==> config.mk <==
export PLATFORM = sky130hd
export DESIGN_NAME = gpio_wiggle_gen_flat
export DESIGN_NICKNAME = d
export VERILOG_FILES = /design/src/rtl/gpio_wiggle_gen_pkg.sv /design/src/rtl/gpio_wiggle_gen_if.sv /design/src/rtl/gpio_wiggle_gen_prescaler.sv /design/src/rtl/gpio_wiggle_gen.sv /design/src/flat_wrapper.sv
export SDC_FILE = /design/constraint.sdc
export NUM_CORES = 1
export LEC_CHECK = 0
export CORE_UTILIZATION = 55
export DETAILED_ROUTE_END_ITERATION = 10
export MAX_ROUTING_LAYER = met4
export PLACE_DENSITY = 0.8
export SETUP_SLACK_MARGIN = 0.2
export SLEW_MARGIN = 20
export SYNTH_ARGS = -nofsm -noshare
export SYNTH_HDL_FRONTEND = slang
export SYNTH_HIERARCHICAL = 1
export SYNTH_SLANG_ARGS = --single-unit
==> constraint.sdc <==
create_clock -name osc -period 3.7 [get_ports osc]
set_input_delay 0.925 -clock osc [delete_from_list [all_inputs] [get_ports osc]]
set_output_delay 0.925 -clock osc [all_outputs]
set_load 0.03 [all_outputs]
==> src/rtl/gpio_wiggle_gen_pkg.sv <==
// Shared types and constants for the GPIO wiggle pattern generator.
package gpio_wiggle_pkg;

  localparam int unsigned MODE_W = 2;

  typedef enum logic [MODE_W-1:0] {
    MODE_TOGGLE = 2'd0,
    MODE_WALK   = 2'd1,
    MODE_COUNT  = 2'd2,
    MODE_LFSR   = 2'd3
  } mode_e;

  typedef enum logic [1:0] {
    CFG_IDLE    = 2'd0,
    CFG_PEND    = 2'd1,
    CFG_APPLIED = 2'd2
  } cfg_state_e;

  // Galois right-shift feedback masks for common widths
  localparam logic [15:0] LFSR_TAPS_16 = 16'hB400;
  localparam logic [31:0] LFSR_TAPS_32 = 32'h8020_0003;
  localparam logic [63:0] LFSR_TAPS_64 = 64'hD800_0000_0000_0000;

endpackage

==> src/rtl/gpio_wiggle_gen_if.sv <==
// Configuration valid/ready channel for gpio_wiggle_gen.
interface gpio_wiggle_gen_if #(
  parameter int unsigned WIDTH = 32,
  parameter int unsigned DIV_W = 24
);
  logic             cfg_valid;
  logic             cfg_ready;
  logic [1:0]       cfg_mode;
  logic [DIV_W-1:0] cfg_div;
  logic [WIDTH-1:0] cfg_seed;

  modport master (output cfg_valid, cfg_mode, cfg_div, cfg_seed, input cfg_ready);
  modport slave  (input cfg_valid, cfg_mode, cfg_div, cfg_seed, output cfg_ready);
endinterface

==> src/rtl/gpio_wiggle_gen_prescaler.sv <==
// Step prescaler: counts 0..div while enabled, pulses step on wrap; divider reloads only on load.
module wiggle_prescaler #(
  parameter int unsigned      DIV_W       = 24,
  parameter logic [DIV_W-1:0] DIV_DEFAULT = DIV_W'(49)
) (
  input  logic             clk,
  input  logic             rst_n,
  input  logic             en,
  input  logic             load,
  input  logic [DIV_W-1:0] load_div,
  output logic             wrap_c,
  output logic             step
);

  logic [DIV_W-1:0] cnt_q, cnt_d;
  logic [DIV_W-1:0] div_q, div_d;
  logic             step_q, step_d;

  assign wrap_c = en && (cnt_q == div_q);
  assign step   = step_q;

  // A load restarts the period from zero with the new divider
  always_comb begin
    cnt_d  = cnt_q;
    div_d  = div_q;
    step_d = wrap_c;
    if (load) begin
      cnt_d = '0;
      div_d = load_div;
    end else if (wrap_c) begin
      cnt_d = '0;
    end else if (en) begin
      cnt_d = cnt_q + DIV_W'(1);
    end
  end

  always_ff @(posedge clk) begin
    if (!rst_n) begin
      cnt_q  <= '0;
      div_q  <= DIV_DEFAULT;
      step_q <= 1'b0;
    end else begin
      cnt_q  <= cnt_d;
      div_q  <= div_d;
      step_q <= step_d;
    end
  end

endmodule

==> src/rtl/gpio_wiggle_gen.sv <==
// GPIO pattern generator (toggle/walk/count/LFSR) with shadowed config applied at step boundaries.
// Optional GPIO_WIGGLE_MASK_EN adds a gpio_mask input that blanks pins on the output only.
module gpio_wiggle_gen
  import gpio_wiggle_pkg::*;
#(
  parameter int unsigned      WIDTH       = 32,
  parameter int unsigned      DIV_W       = 24,
  parameter logic [DIV_W-1:0] DIV_DEFAULT = DIV_W'(49),
  parameter logic [63:0]      LFSR_TAPS   = 64'(LFSR_TAPS_32)
) (
  input  logic               osc,
  input  logic               perstn,
  input  logic               en,
  gpio_wiggle_gen_if.slave   cfg,
`ifdef GPIO_WIGGLE_MASK_EN
  input  logic [WIDTH-1:0]   gpio_mask,
`endif
  output logic [WIDTH-1:0]   gpio_out,
  output logic               step,
  output logic [31:0]        step_cnt
);

  localparam logic [WIDTH-1:0] TAPS = LFSR_TAPS[WIDTH-1:0];

  cfg_state_e       state_q, state_d;
  logic             cfg_ready_q, cfg_ready_d;
  mode_e            sh_mode_q, sh_mode_d;
  logic [DIV_W-1:0] sh_div_q, sh_div_d;
  logic [WIDTH-1:0] sh_seed_q, sh_seed_d;
  mode_e            mode_q, mode_d;
  logic [WIDTH-1:0] pattern_q, pattern_d;
  logic [31:0]      step_cnt_q, step_cnt_d;
  logic             wrap_c;
  logic             apply_c;

  function automatic logic [WIDTH-1:0] advance(mode_e m, logic [WIDTH-1:0] p);
    logic [WIDTH-1:0] n;
    case (m)
      MODE_TOGGLE: n = ~p;
      MODE_WALK:   n = (p == '0) ? WIDTH'(1) : {p[WIDTH-2:0], p[WIDTH-1]};
      MODE_COUNT:  n = p + WIDTH'(1);
      default: begin
        n = (p >> 1) ^ (p[0] ? TAPS : '0);
        if (n == '0) n = WIDTH'(1);
      end
    endcase
    return n;
  endfunction

  // Walk and LFSR cannot leave the all-zero state, so a zero seed starts them at 1
  function automatic logic [WIDTH-1:0] seed_fix(mode_e m, logic [WIDTH-1:0] s);
    if (((m == MODE_WALK) || (m == MODE_LFSR)) && (s == '0)) return WIDTH'(1);
    return s;
  endfunction

  wiggle_prescaler #(
    .DIV_W       (DIV_W),
    .DIV_DEFAULT (DIV_DEFAULT)
  ) u_prescaler (
    .clk      (osc),
    .rst_n    (perstn),
    .en       (en),
    .load     (apply_c),
    .load_div (sh_div_q),
    .wrap_c   (wrap_c),
    .step     (step)
  );

  // Config handshake: capture into shadow, hold off until applied, re-open one cycle later
  always_comb begin
    state_d     = state_q;
    cfg_ready_d = cfg_ready_q;
    sh_mode_d   = sh_mode_q;
    sh_div_d    = sh_div_q;
    sh_seed_d   = sh_seed_q;
    apply_c     = 1'b0;
    case (state_q)
      CFG_IDLE: begin
        if (cfg.cfg_valid) begin
          state_d   = CFG_PEND;
          sh_mode_d = mode_e'(cfg.cfg_mode);
          sh_div_d  = cfg.cfg_div;
          sh_seed_d = cfg.cfg_seed;
        end
      end
      CFG_PEND: begin
        if (!en || wrap_c) begin
          state_d = CFG_APPLIED;
          apply_c = 1'b1;
        end
      end
      CFG_APPLIED: state_d = CFG_IDLE;
      default:     state_d = CFG_IDLE;
    endcase
    cfg_ready_d = (state_d == CFG_IDLE);
  end

  // An apply replaces the advance on its step edge
  always_comb begin
    mode_d     = mode_q;
    pattern_d  = pattern_q;
    step_cnt_d = step_cnt_q;
    if (apply_c) begin
      mode_d    = sh_mode_q;
      pattern_d = seed_fix(sh_mode_q, sh_seed_q);
    end else if (wrap_c) begin
      pattern_d = advance(mode_q, pattern_q);
    end
    if (wrap_c) step_cnt_d = step_cnt_q + 32'd1;
  end

  always_ff @(posedge osc) begin
    if (!perstn) begin
      state_q     <= CFG_IDLE;
      cfg_ready_q <= 1'b1;
      sh_mode_q   <= MODE_TOGGLE;
      sh_div_q    <= DIV_DEFAULT;
      sh_seed_q   <= '0;
      mode_q      <= MODE_TOGGLE;
      pattern_q   <= '0;
      step_cnt_q  <= '0;
    end else begin
      state_q     <= state_d;
      cfg_ready_q <= cfg_ready_d;
      sh_mode_q   <= sh_mode_d;
      sh_div_q    <= sh_div_d;
      sh_seed_q   <= sh_seed_d;
      mode_q      <= mode_d;
      pattern_q   <= pattern_d;
      step_cnt_q  <= step_cnt_d;
    end
  end

  assign cfg.cfg_ready = cfg_ready_q;
  assign step_cnt      = step_cnt_q;

`ifdef GPIO_WIGGLE_MASK_EN
  assign gpio_out = pattern_q & ~gpio_mask;
`else
  assign gpio_out = pattern_q;
`endif

endmodule

==> src/flat_wrapper.sv <==
// flat-port wrapper written by rule: the top's interface ports become plain ports
module gpio_wiggle_gen_flat import gpio_wiggle_pkg::*;
#(
  parameter int unsigned      WIDTH       = 32,
  parameter int unsigned      DIV_W       = 24,
  parameter logic [DIV_W-1:0] DIV_DEFAULT = DIV_W'(49),
  parameter logic [63:0]      LFSR_TAPS   = 64'(LFSR_TAPS_32)
)
  (osc, perstn, en, gpio_out, step, step_cnt, cfg_cfg_valid, cfg_cfg_mode, cfg_cfg_div, cfg_cfg_seed, cfg_cfg_ready);
  gpio_wiggle_gen_if #(.WIDTH(WIDTH), .DIV_W(DIV_W)) cfg_i ();
  input  logic osc;
  input  logic perstn;
  input  logic en;
  output logic [WIDTH-1:0] gpio_out;
  output logic step;
  output logic [31:0] step_cnt;
  input wire logic [$bits(cfg_i.cfg_valid)-1:0] cfg_cfg_valid;
  input wire logic [$bits(cfg_i.cfg_mode)-1:0] cfg_cfg_mode;
  input wire logic [$bits(cfg_i.cfg_div)-1:0] cfg_cfg_div;
  input wire logic [$bits(cfg_i.cfg_seed)-1:0] cfg_cfg_seed;
  output wire logic [$bits(cfg_i.cfg_ready)-1:0] cfg_cfg_ready;
  assign cfg_i.cfg_valid = cfg_cfg_valid;
  assign cfg_i.cfg_mode = cfg_cfg_mode;
  assign cfg_i.cfg_div = cfg_cfg_div;
  assign cfg_i.cfg_seed = cfg_cfg_seed;
  assign cfg_cfg_ready = cfg_i.cfg_ready;
  gpio_wiggle_gen #(.WIDTH(WIDTH), .DIV_W(DIV_W), .DIV_DEFAULT(DIV_DEFAULT), .LFSR_TAPS(LFSR_TAPS)) u_core (.osc(osc), .perstn(perstn), .en(en), .cfg(cfg_i), .gpio_out(gpio_out), .step(step), .step_cnt(step_cnt));
endmodule
==> reports/qor.csv <==
metric;value;unit
leakage;3.83;nW
# port buffers;127;
Slew @ Worst Pin;1050;ps
Endpoint, Worst Hold;u_core/mode_q[1];
ys async rst share;0;
post-CTS setup buffers;0;
Max H-tree Level;4;
maximum VDD drop;0.385;mV
Total Wirelength;27000;µm
outcome;finished clean;
reg2reg path depth;9;
Initial Util;0.568;
Die W;131;µm
Antenna Violating Nets Remaining;0;
final setup violating endpoints;0;
top cell type's share of synthesized area;0.386;
Yosys cell types;69;
CTS-repair resized insts;0;
mean routed wirelength per cell;18.6;µm
placed insts;1419;
Root Driver;clkbuf_16;
reg-to-reg slack, setup;470;ps
Tmin final;3230;ps
detailed placement HPWL;18100;µm
Final Wtd Congestion;0.916;
reg2reg start;u_core/u_prescaler/cnt_q[7];
Row Count;46;
clock buffer count from CTS;17;
reg2reg end;u_core/step_cnt[21];
# IOs;128;
Pint;3.22;mW
Final Net Count;1288;
sequential-to-total area share from yosys stat;0.386;
most instantiated library cell after synthesis;dfxtp_1;
Sum Neg Setup Slack;0;ps
number of global-route vias before repair;8089;
number of synthesized flops with an enable pin;0;
maximum number of pins on one net before global-route repair;96;
most area-hungry cell type in the Yosys netlist;dfxtp_1;
TritonCTS clock tree;yes;
yosys warns;6;
Layout Cells excl Fill;1451;
Die Y;131;µm
Setup CP Type;reg2reg;
FF+latch area;3520;µm²
arrival time of the worst setup path;3510;ps
DIE AREA;17100;µm²
Max Buffers Root-to-Sink;2;
required time of the critical path;3970;ps
Clock power frac;0.415;
crit-path max FO;12;
first-pass GRT wire length;42300;µm
core area;16100;µm²
Hold WC Path Type;reg2reg;
RSZ-0062 raised after global routing;false;
hold depth;2;
area grow syn2layout;21.1;%
Final Total Pwr;4.33;mW
ys flop type;dfxtp_1;
total grt overflow;0;
Logic pwr share;0.109;
Post-CTS Hold Buffers;0;
fin crit share;0.873;
routed via count;8842;
Sw Share;0.255;
skew final;5.66;ps
post-synthesis cell area;9120;µm²
Worst setup EP type;flop;
DRC Markers;0;
syn_area_per_cell;7.96;µm²
Synth Register Bits;176;
Net Sw Power;1.10;mW
final hold slack;449;ps
Syn Nets;1211;
via density per instance;6.09;
Final Hold Fails;0;
max_slew headroom;0.300;
area of the multi-input gates;5130;µm²
Syn Inst Count;1145;
ranking of synthesized cells by area;dfxtp_1 39%, nand2_1 7.2%, a21oi_1 4.8%;
initial antenna violation count;1;
commonest cells in the synthesized netlist;176 x dfxtp_1, 174 x nand2_1, 88 x a21oi_1;
min-delay src;u_core/sh_mode_q[1];
Worst-path clk slew;60;ps
Final Max Tran Viols;0;
Reg power frac;0.477;
max_cap viols;0;
first drt pass iteration count;8;
share of layout cells above drive strength 1;0.0656;
startpoint types;flop;
gr usage total;0.330;
insertion delay to the later sink of the worst-skew pair;420;ps
clock sinks;176;
max frequency;0.309;GHz
Detailed Route Iter0 Violations;1049;
power density cells;392;nW/µm²
Fill cells;1280;
## routing by layer
layer	track usage	vias to the layer above	share of wire
li1	-	4197	-
met5	-	-	0
met1	0.424	4076	0.43
met4	0.147	0	0.035
met2	0.491	486	0.44
met3	0.0798	83	0.098
## cell usage in the layout, fill, tap and decap left out, types with 11 or more instances in the layout
cell type	n
a21oi_1	88
dfxtp_1	175
clkbuf_16	17
nor2_1	83
mux2i_1	42
nand4_1	27
xnor2_1	34
nor4_1	28
o21ai_0	44
and3_1	11
clkdlybuf4s50_1	126
xor2_1	48
inv_1	25
nand2_1	173
nand2b_1	11
buf_4	20
nor2b_1	32
nor3_1	35
nand3_1	44
## critical path: stages (launching register included)
cell and delay, ps:
dfxtp_1 430, xor2_1 120, nor4_1 430, nand3_1 230, nor3_2 480, and4_1 350
nand4_1 410, nor4_1 400, xnor2_1 180, nor2_1 50
## how the worst max path moves through the flow
| stage | start | slack (ps) | end | depth (start not counted) |
|---|---|---|---|---|
| detailed placement | en | 150 | u_core/step_cnt[21] | 8 |
| global route | u_core/u_prescaler/cnt_q[7] | 280 | u_core/u_prescaler/cnt_q[21] | 11 |
| floorplan | en | 530 | u_core/u_prescaler/div_q[0] | 11 |
| global placement | en | 200 | u_core/step_cnt[18] | 9 |
| CTS | u_core/u_prescaler/cnt_q[7] | 550 | u_core/step_cnt[18] | 10 |
| finish | u_core/u_prescaler/cnt_q[7] | 470 | u_core/step_cnt[21] | 9 |
## state kept, by name, indices dropped and copies added (netlist names), 24 cells and up
register	count
u_core/u_prescaler/cnt_q	24
u_core/step_cnt	32
u_core/sh_div_q	24
u_core/sh_seed_q	32
u_core/u_prescaler/div_q	24
u_core/gpio_out	32
## area by class of cell
cell class,instances,area share
well taps,216,0.0245
clock buffers,23,0.0433
clock inverters,8,0.00952
diodes,1,0.000227
multi-input cells,853,0.464
repair buffers,148,0.130
inverters,26,0.00884
flip-flops and latches,176,0.319
## kinds of logic (layout without fill, tap and decap cells)
group                    count (synthesis)  after routing  share of synthesized area
buffers and inverters                  116            205                     0.0522
AND/OR/NAND/NOR                        487            487                      0.259
flip-flops                             176            176                      0.386
other                                    0              1                          0
multiplexers                            50             50                     0.0572
XOR/XNOR                                82             82                     0.0788
adder cells (fa/ha/maj)                  4              4                    0.00549
AO/OA/AOI/OAI                          230            230                      0.160
## power by group through the flow
stage	clock, mW	combinational (mW)	sequential (mW)
after floorplan	0	0.283	2.08
after global placement	0	0.454	2.10
after detailed placement	0	0.459	2.10
after CTS	1.81	0.465	2.06
after global routing	1.89	0.509	2.07
final	1.79	0.470	2.06
## stage by stage
step | utilization | area [µm²] | setup slack (ps)
detailed placement | 0.651 | 10500 | 147
floorplan | - | 9120 | 532
global route | 0.688 | 11000 | 276
CTS | 0.687 | 11000 | 553
global placement | 0.651 | 10500 | 197
finish | 0.688 | 11000 | 469
No activity file was read; power rests on OpenSTA's default activity.
